<file path="src/rtl/regfile_scoreboard.sv">
// -----------------------------------------------------------------------------
// regfile_scoreboard
// Integer register file with a per-register pending (scoreboard) bit.
// Index 0 is hardwired to zero and is never busy. Reads are combinational,
// with optional same-cycle forwarding of writeback data.
//
// Ports
//   clk        rising-edge clock
//   rst        asynchronous, active-low reset
//   rs1, rs2   read-port register indices
//   op_a, op_b read data for rs1 / rs2
//   rs1_busy,  pending-write status of rs1 / rs2
//   rs2_busy
//   wb_en      writeback strobe; wb_rd destination, wb_data value
//   iss_en     issue strobe; marks iss_rd as pending
//   flush      synchronous clear of all pending bits
//   pend_cnt   registered count of pending registers
// -----------------------------------------------------------------------------
module regfile_scoreboard #(
   parameter int XLEN   = 32,
   parameter int NREG   = 32,
   parameter int BYPASS = 1,
   localparam int AW    = $clog2(NREG)
) (
   input  logic            clk,
   input  logic            rst,
   input  logic [AW-1:0]   rs1,
   input  logic [AW-1:0]   rs2,
   output logic [XLEN-1:0] op_a,
   output logic [XLEN-1:0] op_b,
   output logic            rs1_busy,
   output logic            rs2_busy,
   input  logic            wb_en,
   input  logic [AW-1:0]   wb_rd,
   input  logic [XLEN-1:0] wb_data,
   input  logic            iss_en,
   input  logic [AW-1:0]   iss_rd,
   input  logic            flush,
   output logic [AW:0]     pend_cnt
);

   // Entry 0 exists only so indices map directly; it is never written and the
   // read path masks it, so synthesis reduces it to constants.
   logic [XLEN-1:0] r_regs [NREG];
   logic [NREG-1:0] r_pend;
   logic [AW:0]     r_pend_cnt;

   logic            w_wb_act;
   logic            w_iss_act;
   logic [NREG-1:0] w_pend_nxt;
   logic [AW:0]     w_cnt_nxt;

   assign w_wb_act  = wb_en  && (wb_rd  != '0);
   assign w_iss_act = iss_en && (iss_rd != '0);

   // Next pending vector: writeback clears, issue sets (issue wins on a tie),
   // flush overrides both.
   always_comb begin
      // NOTE: every variable written here gets a default first, so no path
      // leaves it unassigned and no latch is inferred.
      w_pend_nxt = r_pend;
      if (w_wb_act)
         w_pend_nxt[wb_rd] = 1'b0;
      if (w_iss_act)
         w_pend_nxt[iss_rd] = 1'b1;
      if (flush)
         w_pend_nxt = '0;
      w_pend_nxt[0] = 1'b0;
   end

   // Population count of the next pending vector, so pend_cnt tracks the
   // pending bits exactly after every edge.
   always_comb begin
      w_cnt_nxt = '0;
      for (int i = 1; i < NREG; i++)
         w_cnt_nxt = w_cnt_nxt + {{AW{1'b0}}, w_pend_nxt[i]};
   end

   // NOTE: the data array is reset explicitly because reads of an unwritten
   // register must return 0; this keeps it in flops rather than RAM macros.
   always_ff @(posedge clk or negedge rst) begin
      if (!rst) begin
         for (int i = 0; i < NREG; i++)
            r_regs[i] <= '0;
         r_pend     <= '0;
         r_pend_cnt <= '0;
      end else begin
         // NOTE: non-blocking assignments so every flop samples pre-edge values.
         if (w_wb_act)
            r_regs[wb_rd] <= wb_data;
         r_pend     <= w_pend_nxt;
         r_pend_cnt <= w_cnt_nxt;
      end
   end

   // Read ports
   logic w_fwd_a, w_fwd_b;
   logic w_keep_a, w_keep_b;

   assign w_fwd_a  = (BYPASS != 0) && w_wb_act && (wb_rd == rs1);
   assign w_fwd_b  = (BYPASS != 0) && w_wb_act && (wb_rd == rs2);
   // A same-edge issue to the forwarded index keeps the register busy.
   assign w_keep_a = w_iss_act && (iss_rd == rs1);
   assign w_keep_b = w_iss_act && (iss_rd == rs2);

   assign op_a = (rs1 == '0) ? '0 : (w_fwd_a ? wb_data : r_regs[rs1]);
   assign op_b = (rs2 == '0) ? '0 : (w_fwd_b ? wb_data : r_regs[rs2]);

   assign rs1_busy = (rs1 != '0) && r_pend[rs1] && !(w_fwd_a && !w_keep_a);
   assign rs2_busy = (rs2 != '0) && r_pend[rs2] && !(w_fwd_b && !w_keep_b);

   assign pend_cnt = r_pend_cnt;

endmodule

</file>
<file path="config.mk">
export PLATFORM = sky130hd
export DESIGN_NAME = regfile_scoreboard
export DESIGN_NICKNAME = d
export VERILOG_FILES = /design/src/rtl/regfile_scoreboard.sv
export SDC_FILE = /design/constraint.sdc
export NUM_CORES = 2
export LEC_CHECK = 0
export CORE_MARGIN = 2
export CORE_UTILIZATION = 57
export DETAILED_ROUTE_END_ITERATION = 6
export GPL_ROUTABILITY_DRIVEN = 0
export PLACE_DENSITY_LB_ADDON = 0.3
export SLEW_MARGIN = 20
export SYNTH_ARGS = -nofsm -noshare
export SYNTH_HDL_FRONTEND = slang
export SYNTH_SLANG_ARGS = --single-unit
export TNS_END_PERCENT = 50
</file>
<file path="constraint.sdc">
create_clock -name clk -period 4.78 [get_ports clk]
set_clock_uncertainty 0.2 [all_clocks]
set_input_delay 1.434 -clock clk [delete_from_list [all_inputs] [get_ports clk]]
set_output_delay 1.434 -clock clk [all_outputs]
set_load 0.01 [all_outputs]
</file>
Word-level counts from Yosys, hierarchy flattened
Index checks and enable logic that the tools add are counted.
W data, S select, Z words.
{ "word_totals": {"reg_bits": 1061, "input_bits": 57, "out_inout_bits": 72} }
{ "classes": {"add_sub_neg": 30, "magnitude_cmp": 10, "eq_ne": 4, "n_mux": 24, "n_bitwise": 6, "n_reduce_logical": 25} }
{ "ops": {"columns": ["cell", "count"], "rows": [
  ["$bwmux W1024", 1],
  ["$mux W32", 12],
  ["$bmux W32 S5", 2],
  ["$demux W32 S5", 1],
  ["$add A6 B1 Y6", 25],
  ["$and A32 B32 Y32", 1],
  ["$not A32 Y32", 1],
  ["$or A32 B32 Y32", 1],
  ["$lt A5 B6 Y1 const B", 4],
  ["$eq A5 B5 Y1", 4],
  ["$reduce_bool A5 Y1", 4],
  ["$ge A6 B6 Y1 const B", 3],
  ["$not A5 Y6", 3],
  ["$logic_and A1 B1 Y1", 15],
  ["$bmux W1 S5", 2],
  ["$demux W1 S5", 2],
  ["$ge A5 B1 Y1 const B", 2],
  ["$logic_not A5 Y1", 2],
  ["$add A5 B1 Y6", 1],
  ["$lt A6 B1 Y1 const B", 1],
  ["$add A4 B1 Y5", 1],
  ["$add A3 B1 Y4", 1],
  ["$logic_not A1 Y1", 4],
  ["$mux W1", 4],
  ["other kinds (2)", 2]
]} }

Longest topological paths before layout
{ "depth": {"depth_word": 40, "depth_mapped": 23, "ltp_nobuf": 21} }

Least setup slack after synthesis
OpenSTA, ideal clock, no wires.
{ "synth_timing": {"kind": "input port to flip-flop", "startpoint": "input port wb_rd[2]", "endpoint": "register r_pend_cnt[4], in the netlist pend_cnt[4]", "setup_ns": 0.080, "arrival_ns": 6.769, "slack_ns": -2.269, "cell_stages": 18, "path_buffers": 2, "path_cell_list": "buf_2 > nor3b_1 > nand2_1 > buf_1 > nand2_1 > a21o_1 > fa_1 > fa_1 > fa_1 > fa_1 > fa_1 > inv_1 > fa_1 > fa_1 > fa_1 > a21o_1 > a21oi_1 > xnor2_1"} }
{ "synth_between": {"elab_chain_cells": 40, "elab_cells_between_ends": 43} }
{ "synth_rtl": {"columns": ["item", "line_no", "rtl"], "rows": [
  ["from (decl)", "34", "input logic [AW-1:0] wb_rd,"],
  ["$lt A5 B6 Y1 (implied by the code) or $ge A5 B1 Y1 (tied branches)", "63", "w_pend_nxt[wb_rd] = 1'b0;"],
  ["$logic_and A1 B1 Y1 (implied by the code)", "63", null],
  ["$mux W1 (implied by the code)", "63", null],
  ["$demux W1 S5", "63", null],
  ["$not A32 Y32 (no source line)", null, null],
  ["$and A32 B32 Y32 (no source line)", null, null],
  ["$mux W32 *", "62", "if (w_wb_act)"],
  ["$or A32 B32 Y32 (no source line)", null, null],
  ["[... 2 more ...]", null, null],
  ["$add A1 B1 Y2", "76", "w_cnt_nxt = w_cnt_nxt + {{AW{1'b0}}, w_pend_nxt[i]};"],
  ["$add A2 B1 Y3", "76", null],
  ["$add A3 B1 Y4", "76", null],
  ["$add A4 B1 Y5", "76", null],
  ["$add A5 B1 Y6", "76", null],
  ["$add A6 B1 Y6 (24 in series)", "76", null],
  ["$add A6 B1 Y6 *", "76", null],
  ["named net w_cnt_nxt[4]", "51", "logic [AW:0] w_cnt_nxt;"],
  ["to (signal assigned)", "92", "r_pend_cnt <= w_cnt_nxt;"],
  ["to (decl)", "46", "logic [AW:0] r_pend_cnt;"]
]} }
Mark *: on every way through the listed nets, which the timed path passes. The rest lies on a longest branch.
A chain may end at the register's enable or synchronous reset.

Worst setup path after layout
{ "layout_timing": {"startpoint": "input port wb_rd[1]", "endpoint": "register r_pend_cnt[4], in the netlist pend_cnt[4]"} }
{ "layout_between": {"elab_cells_between_ends": 43} }
{ "layout_lines": {"columns": ["item", "line_no", "rtl"], "rows": [
  ["$lt A5 B6 Y1 (implied by the code) or $ge A5 B1 Y1 (tied branches)", "63", null],
  ["$logic_and A1 B1 Y1 (implied by the code)", "63", null],
  ["$mux W1 (implied by the code)", "63", null],
  ["$demux W1 S5", "63", null],
  ["$not A32 Y32 (no source line)", null, null],
  ["$and A32 B32 Y32 (no source line)", null, null],
  ["$mux W32 *", "62", null],
  ["$or A32 B32 Y32 (no source line)", null, null],
  ["$mux W32 *", "64", "if (w_iss_act)"],
  ["$mux W32 *", "66", "if (flush)"],
  ["named net w_pend_nxt[12]", "50", "logic [NREG-1:0] w_pend_nxt;"],
  ["$add A6 B1 Y6 * (20 in series)", "76", null],
  ["named net w_cnt_nxt[4]", "51", null]
]} }
Marked as above.

==> impl_metrics.tcl <==
set metrics [dict create \
    design_area_mm2 0.07226 \
    crit_path_start_kind "input pin" \
    grt_pass1_vias 44470 \
    crit_arrival_ns 6.59 \
    synth_edf_count 0 \
    power_frac_seq_pct 43.9 \
    final_common_cell "dfrtp_1" \
    cp_max_fo 5 \
    worstSetupEndpointType "register" \
    firstDrtPassIters 6 \
    min_period_ns 6.148 \
    dp_hpwl_mm 122.2 \
    synth_area_mm2 0.05866 \
    drive_gt1_share_pct 54.98 \
    grt_max_degree 144 \
    place_inst 5815 \
    p_leak_nw 32.38 \
    vias 43950 \
    drv_slew 0 \
    required_ns 5.22 \
    track_usage_pct 37.90 \
    holdWs_ns 0.1938 \
    worst_slew_pin_slew_ns 1.130 \
    cp_top_family "adder cells" \
    p_comb_share_pct 22.9 \
    path_cells "buf_8, buf_6, or3b_4, o21ai_2, a21oi_2, inv_1, fa_1, fa_1, fa_2, fa_1, fa_1, inv_1, fa_1, fa_2, fa_2, a21o_1, a21oi_2, xnor2_1" \
    rsz0062_at_grt "true" \
    ys_seq_elements 1061 \
    critPathKind "input pin to register" \
    drt_wl_total_mm 205.3 \
    clkLatencyLatePin_ns 0.73 \
    dieArea_mm2 0.1055 \
    slew_headroom_pct 24.65 \
    p_int_mw 19.49 \
    cts_made_buffers 113 \
    seq_area_frac_synth_pct 45.26 \
    worst_path_max_delay_cell "fa_1" \
    antenna_found_initial 9 \
    cts-root-buf "clkbuf_16" \
    post-route-period-util_pct 128.6 \
    totalPowerFinal_mw 27.25 \
    ctsHoldBuffers 0 \
    syn_nets 4269 \
    final-instance-count-excl-fill 6186 \
    syn-instance-count 4182 \
    vias_per_cell 7.105 \
    wl_per_cell_um 33.19 \
    placed_area_mm2 0.06537 \
    cts_tree "built" \
    finalHoldViolCount 0 \
    port_buffers 128 \
    clk_path_buf_depth 3 \
    crit_path_max_incr_delay_ns 0.57 \
    start_util_pct 57.57 \
    synth-async-reset-ratio_pct 100.0 \
    status "finished with violations" \
    cts_max_level 3 \
    num_rows 117 \
    finalWorstSetupSlack_ns -1.368 \
    maxCapViolCount 0 \
    failed_checks "setup timing" \
    die_w_um 324.8 \
    p_sw_share_pct 28.47 \
    p_clk_share_pct 33.2 \
    avgSynthCellArea_um2 14.03 \
    hp-class "register to register" \
    synth_cell_type_count 62 \
    powerDensity_mw_per_mm2 377.1 \
    area_growth_pct 23.19 \
    num-nets-final 4807 \
    grt_overflow 0 \
    grt_pass1_wl_mm 296.0 \
    setup_viol 72 \
    cts.reportedPaths.clkPinSlew_ns 0.06 \
    drc 0 \
    fill_cells 6553 \
    ys.warnings.count 0 \
    dieHeight_um 324.8 \
    setup_tns_ns -40.21 \
    timing.fmax_mhz 162.7 \
    ant_nets 0 \
    final_cell_mix "dfrtp_1 (1061), mux2_2 (994), buf_4 (524), mux4_2 (391), mux2i_1 (350)" \
    synth_ff_type "dfrtp_1" \
    peakVddDrop_mv 0.3122 \
    cp_num_buf_inv 4 \
    io_pins 129 \
    crit_top_cell "fa_1" \
    coreArea_mm2 0.1019 \
    p_sw_mw 7.756 \
    first_iter_violations 5805 \
    clock-sinks 1061 \
]
==> synthesized netlist by cell type (4+ instances only) <==
master / count / area [um2]
a211o_1: 7 / 61.31
a211oi_1: 76 / 570.6
a211oi_2: 4 / 50.05
a21o_1: 24 / 180.2
a21oi_1: 61 / 305.3
a221o_1: 72 / 720.7
a221oi_1: 71 / 621.9
a22oi_1: 43 / 322.8
a32oi_1: 11 / 96.34
and2_1: 35 / 219.0
buf_1: 51 / 191.4
buf_2: 111 / 555.5
buf_4: 45 / 337.8
buf_6: 25 / 281.5
buf_8: 4 / 60.06
clkbuf_1: 227 / 852.1
dfrtp_1: 1061 / 26550
fa_1: 23 / 460.4
ha_1: 7 / 87.58
inv_1: 57 / 214.0
mux2_2: 994 / 11190
mux2i_1: 355 / 3553
mux4_2: 391 / 8806
nand2_1: 84 / 315.3
nand2b_1: 6 / 37.54
nand3_1: 14 / 70.07
nand3b_1: 4 / 30.03
nor2_1: 71 / 266.5
nor2b_1: 15 / 93.84
nor3_1: 26 / 130.1
nor3b_1: 15 / 112.6
o211ai_1: 10 / 75.07
o21a_1: 5 / 37.54
o21ai_0: 77 / 385.4
o21bai_1: 21 / 157.7
o22ai_1: 5 / 31.28
o311ai_0: 10 / 87.58
o32a_1: 4 / 40.04
o32ai_1: 4 / 35.03
xnor2_1: 9 / 78.83
xor2_1: 14 / 122.6
==> sequential cells by signal, summed over array words and instances (netlist names) <==
name,flops
pend_cnt,6
r_pend,31
r_regs,1024
==> path summary, 6_finish.rpt <==
path / depth (start not counted) / slack, ns / endpoint / start
worst max-delay path: 18 / -1.37 / pend_cnt[4]$_DFF_PN0_ / wb_rd[1]
max in group asynchronous: 3 / 2.62 / r_regs[439]$_DFFE_PN0P_ / rst
worst max register to register: 15 / -0.59 / pend_cnt[4]$_DFF_PN0_ / r_pend[12]$_DFF_PN0_
worst min-delay path: 0 / 0.19 / r_regs[1010]$_DFFE_PN0P_ / r_regs[1010]$_DFFE_PN0P_
min in group asynchronous: 1 / 0.46 / r_regs[609]$_DFFE_PN0P_ / rst
worst min register to register: 0 / 0.19 / r_regs[1010]$_DFFE_PN0P_ / r_regs[1010]$_DFFE_PN0P_
==> cell type report <==
type	count	area, um2	area share [%]
repair buffers	886	9055	12.53
multi-input cells	2600	30910	42.78
inverters	58	226.5	0.3134
diodes	5	12.51	0.01732
flip-flops and latches	1061	26550	36.74
clock buffers	172	3341	4.623
clock inverters	36	449.2	0.6216
well taps	1368	1712	2.369
==> timing repair <==
item	CTS	global route
resized for setup	498	246
buffers inserted	83	76
endpoints found under the setup margin	72	72
pin swaps	73	77
cloned	5	5
==> power by group through the flow <==
stage               logic [mW]  clock network (mW)  registers (mW)
global route              6.59                9.45            12.1
floorplan                 4.03                   0            11.6
detailed placement        5.75                   0            12.0
global placement          5.59                   0            11.9
finish                    6.25                9.05            12.0
CTS                       5.99                9.06            11.9
==> worst register-to-register path, delay by kind of cell (launching register included) <==
| kind | cells | cell delay, ns |
|---|---|---|
| flops | 1 | 0.44 |
| buf+inv | 2 | 0.13 |
| xor+xnor | 1 | 0.12 |
| compound gates | 4 | 0.60 |
| fa+ha+maj | 8 | 3.80 |
==> layer usage <==
layer / global-route usage, % / up-vias / wire length [um]
met2: 55.94 / 3128 / 90400
met1: 50.80 / 22870 / 75980
met4: 21.56 / 6 / 14210
met5: 0 / - / 33
li1: - / 17110 / -
met3: 10.52 / 840 / 24700
==> metrics by stage <==
| step | util, % | setup slack [ns] |
|---|---|---|
| 5_1_grt | 70.92 | -1.557 |
| 3_5_place_dp | 64.16 | -2.583 |
| 3_3_place_gp | 64.14 | -2.497 |
| 4_1_cts | 69.55 | -1.343 |
| 2_1_floorplan | - | -1.843 |
| 6_report | 70.92 | -1.368 |
==> cells by family (layout without fill, tap and decap cells) <==
| group | after synthesis | in the layout | share of synthesized area (%) |
|---|---|---|---|
| muxes | 1740 | 1740 | 40.15 |
| xor gates and xnor gates | 23 | 23 | 0.3434 |
| and+or+nand+nor | 291 | 292 | 2.455 |
| adders and majority gates | 30 | 30 | 0.9343 |
| DFF | 1061 | 1061 | 45.26 |
| buffers and inverters | 522 | 1152 | 4.264 |
| AOI/OAI and AO/OA | 515 | 515 | 6.587 |
| other | 0 | 5 | 0 |
No activity file was read; power rests on OpenSTA's default activity.
